File: config.mk
export PLATFORM = sky130hd
export DESIGN_NAME = cpu_step_controller
export DESIGN_NICKNAME = d
export VERILOG_FILES = /design/src/rtl/cpu_step_controller.sv
export SDC_FILE = /design/constraint.sdc
export NUM_CORES = 1
export LEC_CHECK = 0
export ABC_AREA = 1
export BUFFER_PORTS_ARGS = -buffer_cell sky130_fd_sc_hd__clkbuf_2
export CAP_MARGIN = 20
export CORE_MARGIN = 4
export CORE_UTILIZATION = 30
export DETAILED_ROUTE_END_ITERATION = 16
export GPL_TIMING_DRIVEN = 0
export PLACE_DENSITY = 0.56
export SLEW_MARGIN = 30
export SYNTH_ARGS = -nofsm -noshare
export SYNTH_HDL_FRONTEND = slang
export SYNTH_SLANG_ARGS = --single-unit
File: constraint.sdc
create_clock -name clock_in -period 2.14 [get_ports clock_in]
set_input_delay 0.214 -clock clock_in [delete_from_list [all_inputs] [get_ports clock_in]]
set_output_delay 0.214 -clock clock_in [all_outputs]
set_load 0.03 [all_outputs]
File: src/rtl/cpu_step_controller.sv
// Execution-rate controller: issues single-cycle cpu_enable strobes in free-run, single-step or halted mode.
// Optional feature macro: CPU_STEP_DEBOUNCE_EN (debounce counter on the step button path).
module cpu_step_controller #(
  parameter logic [27:0] DIVISOR         = 28'd10000000,
  parameter logic [19:0] DEBOUNCE_CYCLES = 20'd1000000
) (
  input  logic        clock_in,
  input  logic        reset,
  input  logic        run_mode,
  input  logic        resume,
  input  logic        step_btn,
  input  logic        halt_req,
  output logic        cpu_enable,
  output logic [1:0]  state,
  output logic [31:0] pulse_count
);

  typedef enum logic [1:0] {
    ST_PAUSED = 2'd0,
    ST_RUN    = 2'd1,
    ST_HALTED = 2'd2
  } state_t;

  logic        sync1_r;
  logic        btn_sync_r;
  logic        btn_db_s;
  logic        btn_db_d_r;
  logic        step_event_s;
  state_t      state_r;
  logic [27:0] div_cnt_r;
  logic        cpu_enable_r;
  logic [31:0] pulse_count_r;

  // Button synchronizer plus delayed copy of the debounced level for edge detection.
  always_ff @(posedge clock_in) begin
    if (reset) begin
      sync1_r    <= 1'b0;
      btn_sync_r <= 1'b0;
      btn_db_d_r <= 1'b0;
    end else begin
      sync1_r    <= step_btn;
      btn_sync_r <= sync1_r;
      btn_db_d_r <= btn_db_s;
    end
  end

`ifdef CPU_STEP_DEBOUNCE_EN
  logic        btn_db_r;
  logic [19:0] db_cnt_r;

  // Debounce: accept a new level only after it has differed for DEBOUNCE_CYCLES cycles.
  always_ff @(posedge clock_in) begin
    if (reset) begin
      btn_db_r <= 1'b0;
      db_cnt_r <= 20'd0;
    end else if (btn_sync_r == btn_db_r) begin
      db_cnt_r <= 20'd0;
    end else if (db_cnt_r == DEBOUNCE_CYCLES - 20'd1) begin
      btn_db_r <= btn_sync_r;
      db_cnt_r <= 20'd0;
    end else begin
      db_cnt_r <= db_cnt_r + 20'd1;
    end
  end

  assign btn_db_s = btn_db_r;
`else
  logic unused_debounce_s;

  assign btn_db_s          = btn_sync_r;
  assign unused_debounce_s = ^DEBOUNCE_CYCLES;
`endif

  assign step_event_s = btn_db_s & ~btn_db_d_r;

  // Mode FSM; branch order encodes the transition priority, so a lower branch's pulse is simply not taken.
  always_ff @(posedge clock_in) begin
    if (reset) begin
      state_r       <= ST_PAUSED;
      div_cnt_r     <= 28'd0;
      cpu_enable_r  <= 1'b0;
      pulse_count_r <= 32'd0;
    end else begin
      cpu_enable_r <= 1'b0;
      case (state_r)
        ST_PAUSED: begin
          if (halt_req) begin
            state_r <= ST_HALTED;
          end else if (resume && run_mode) begin
            state_r   <= ST_RUN;
            div_cnt_r <= 28'd0;
          end else if (step_event_s) begin
            cpu_enable_r  <= 1'b1;
            pulse_count_r <= pulse_count_r + 32'd1;
          end else begin
            state_r <= ST_PAUSED;
          end
        end
        ST_RUN: begin
          if (halt_req) begin
            state_r <= ST_HALTED;
          end else if (!run_mode) begin
            state_r   <= ST_PAUSED;
            div_cnt_r <= 28'd0;
          end else if (div_cnt_r == DIVISOR - 28'd1) begin
            div_cnt_r     <= 28'd0;
            cpu_enable_r  <= 1'b1;
            pulse_count_r <= pulse_count_r + 32'd1;
          end else begin
            div_cnt_r <= div_cnt_r + 28'd1;
          end
        end
        ST_HALTED: begin
          if (resume && !halt_req) begin
            state_r <= ST_PAUSED;
          end else begin
            state_r <= ST_HALTED;
          end
        end
        default: begin
          state_r <= ST_PAUSED;
        end
      endcase
    end
  end

  assign cpu_enable  = cpu_enable_r;
  assign state       = state_r;
  assign pulse_count = pulse_count_r;

endmodule

==> key figures <==
Setup path
  – R2R setup slack: ~0.14 ns
  – CP endpoint kind: flop
  – Startpoint class of the critical path: flop
  – FF-to-FF Start: pulse_count[0]$_SDFFE_PP0P_
  – R2R cell count: 8
  – CP Class: reg2reg
  – Worst Path Required: 2.35 ns
  – Worst Path Arrival: 2.21 ns
  – R2r endpoint: pulse_count[16]$_SDFFE_PP0P_
  – Crit-path max FO: 9

Synth
  – Seq/Total Area, Yosys: 31.69%
  – Mean Syn Cell Area: 5.964 um2
  – Register bit total from synthesis: 66
  – Synth Warn #: 0
  – Cells after Synth: 699
  – Syn Std Cell Area: 4169 um2
  – Synth unique cells: 33
  – Synth Net Count: 707

Global route
  – Initial antenna violation count: 0
  – Vias in the first global route: 4115
  – First-pass GRT wire length: 20330 um
  – Global Route Usage Sum: 15.79%
  – GR Overflow Total: 0
  – Largest net degree at the start of global routing: 12

Floorplan
  – Chip width: 125.9 um
  – Die area: 15850 um2
  – Core ar.: 13400 um2
  – Die Y: 125.9 um
  – Starting density of the core: 31.11%
  – Num rows: 42
  – I/O Pins: 41

Routing
  – DRT iter0 DRCs: 292
  – Final antenna-violating net count: 0
  – Vias per cell: 4.698
  – Pre-Repair DR Iteration Count: 5
  – Drt wl/cell: 13.19 um
  – Vias: ~4400
  – Routed wire length: about 12000 um
  – # DRC: 0

Timing
  – RSZ-0062 raised after global routing: no
  – Clk_skew: between 0.008 and 0.009 ns
  – Relative slew slack: 61.04%
  – Worst Max-Slew Pin Slew: around 0.58 ns
  – Hold WS: 0.06008 ns
  – Final Hold Fails: 0
  – Final min period: 1.996 ns
  – Post-route setup TNS: 0 ns
  – Max-slew violation count: 0
  – Max Fclk: 0.5011 GHz
  – Final worst-path cycle share: 93.26%
  – Setup-failing EPs final: 0

Hold path
  – Hold Crit Class: in2reg
  – Hold Startpoint: step_btn
  – Hold Path Depth: 3
  – Hold EP: sync1_r$_SDFF_PP0_

Run
  – Max_cap viols: 0

Clock network
  – H-tree depth: 3
  – Sink Count: 66
  – CTS Root Cell: clkbuf_16
  – Post-CTS Resized: 0
  – Clk_lat worst skew: 0.34 ns
  – Clock Path Buffers: 2
  – TritonCTS clock tree: built
  – Postcts setup bufs: 0
  – CTS Hold Bufs: 0
  – Number of buffers created by CTS: 9
  – Clock slew at reported path FFs: 0.06 ns

Place
  – Post-Place Cells: 915
  – DP HPWL: 9354 um
  – Port Buffers: 40
  – GP Congestion: between 0.9 and 1

Power
  – Leak pwr: 1.820 nW
  – Overall power: a little under 0.003 W
  – PD cells: 595.4 nW/um2
  – Max VDD drop: between 0.3 and 0.4 mV

Finish
  – # nets final: 758
  – Antenna Cells: 0
  – Layout cells sized above 1: between 10% and 20%
  – Finished Layout Cells: between 900 and 1000
  – Synthesis-to-layout area growth: 17.41%

Status
  – Status: completed
metal layers:
layer  GRT usage [%]  part of all wire [%]
met1           21.56                    49
met2           24.44                    43
met3           3.599                   5.4
met4           5.678                   1.9
met5               0                     0
registers in the layout, summed over array words and instances, names as in the netlist:
signal,flops
pulse_count,32
div_cnt_r,28
state,2
btn_db_d_r,1
btn_db_s,1
cpu_enable,1
sync1_r,1
logic make-up after synthesis:
family / count (synthesis) / share of synthesized area (%)
AND/OR/NAND/NOR: 465 / 46.88
buffers and inverters: 95 / 10.14
flip-flops: 66 / 31.69
AO/OA/AOI/OAI: 51 / 6.453
XOR/XNOR: 19 / 3.992
adder cells (fa/ha/maj): 2 / 0.6001
multiplexers: 1 / 0.2401
final cells by class:
| type | instances | area (um2) |
|---|---|---|
| Clock buffer | 11 | 252.7 |
| Clock inverter | 5 | 52.55 |
| Multi-Input combinational cell | 538 | 2425 |
| Buffer | 18 | 133.9 |
| Sequential cell | 66 | 1321 |
| Tap cell | 176 | 220.2 |
| Inverter | 77 | 289.0 |
| Fill cell | 1507 | 8506 |
| Timing Repair Buffer | 40 | 200.2 |
where the power goes:
group          internal, W  switching (W)
Clock             0.000959       0.000585
Combinational    0.0000364      0.0000910
Sequential         0.00124     0.00000674
through the flow:
stage / area (um2) / setup WS [ns] / utilization [%]
2_1_floorplan: 4169 / 0.3668 / -
3_3_place_gp: 4589 / 0.1766 / 34.25
3_5_place_dp: 4589 / 0.1494 / 34.25
4_1_cts: 4895 / 0.1570 / 36.53
5_1_grt: 4895 / 0.006828 / 36.53
6_report: 4895 / 0.1442 / 36.53
synth_stat cells (all sizes together):
cell / number / area share (%)
a31oi: 1 / 0.15
clkinv: 1 / 0.090
mux2i: 1 / 0.24
nor3: 7 / 0.96
o21a: 1 / 0.18
a211oi: 1 / 0.18
dfxtp: 66 / 32
a221oi: 1 / 0.21
nand3: 83 / 10
buf: 14 / 2.9
o21ai: 12 / 1.5
or2: 1 / 0.15
and3: 1 / 0.15
nor4: 1 / 0.15
inv: 76 / 6.8
nand4: 6 / 1.1
ha: 2 / 0.60
nand2: 220 / 20
xnor2: 11 / 2.3
nor2: 146 / 14
clkbuf: 4 / 0.36
xor2: 8 / 1.7
a21oi: 35 / 4.2
critical path, stage by stage, from the launching register on:
cell and delay (ns):
dfxtp_1 0.54, ha_1 0.37, inv_1 0.13, nor2_4 0.22, nand2_1 0.18, o21ai_0 0.21
nand2_1 0.07, nand3_1 0.08, a21oi_1 0.06
layout by cell type (no fill, tap or decap), types with 11 or more instances in the layout:
master    instances
nand2_1         213
nor2_1          134
nand3_1          81
inv_1            74
dfxtp_1          66
clkbuf_2         40
a21oi_1          35
nor2_2           11
o21ai_0          11
xnor2_1          11
worst max-delay path by stage:
| stage | from | to | cells after the start |
|---|---|---|---|
| floorplan | pulse_count[0]$_SDFFE_PP0P_ | pulse_count[16]$_SDFFE_PP0P_ | 8 |
| global placement | pulse_count[0]$_SDFFE_PP0P_ | pulse_count[16]$_SDFFE_PP0P_ | 8 |
| detailed placement | pulse_count[0]$_SDFFE_PP0P_ | pulse_count[16]$_SDFFE_PP0P_ | 8 |
| CTS | pulse_count[0]$_SDFFE_PP0P_ | pulse_count[16]$_SDFFE_PP0P_ | 8 |
| global route | pulse_count[0]$_SDFFE_PP0P_ | pulse_count[28]$_SDFFE_PP0P_ | 10 |
| finish | pulse_count[0]$_SDFFE_PP0P_ | pulse_count[16]$_SDFFE_PP0P_ | 8 |
Note: power is estimated with default switching activity, not from simulation.
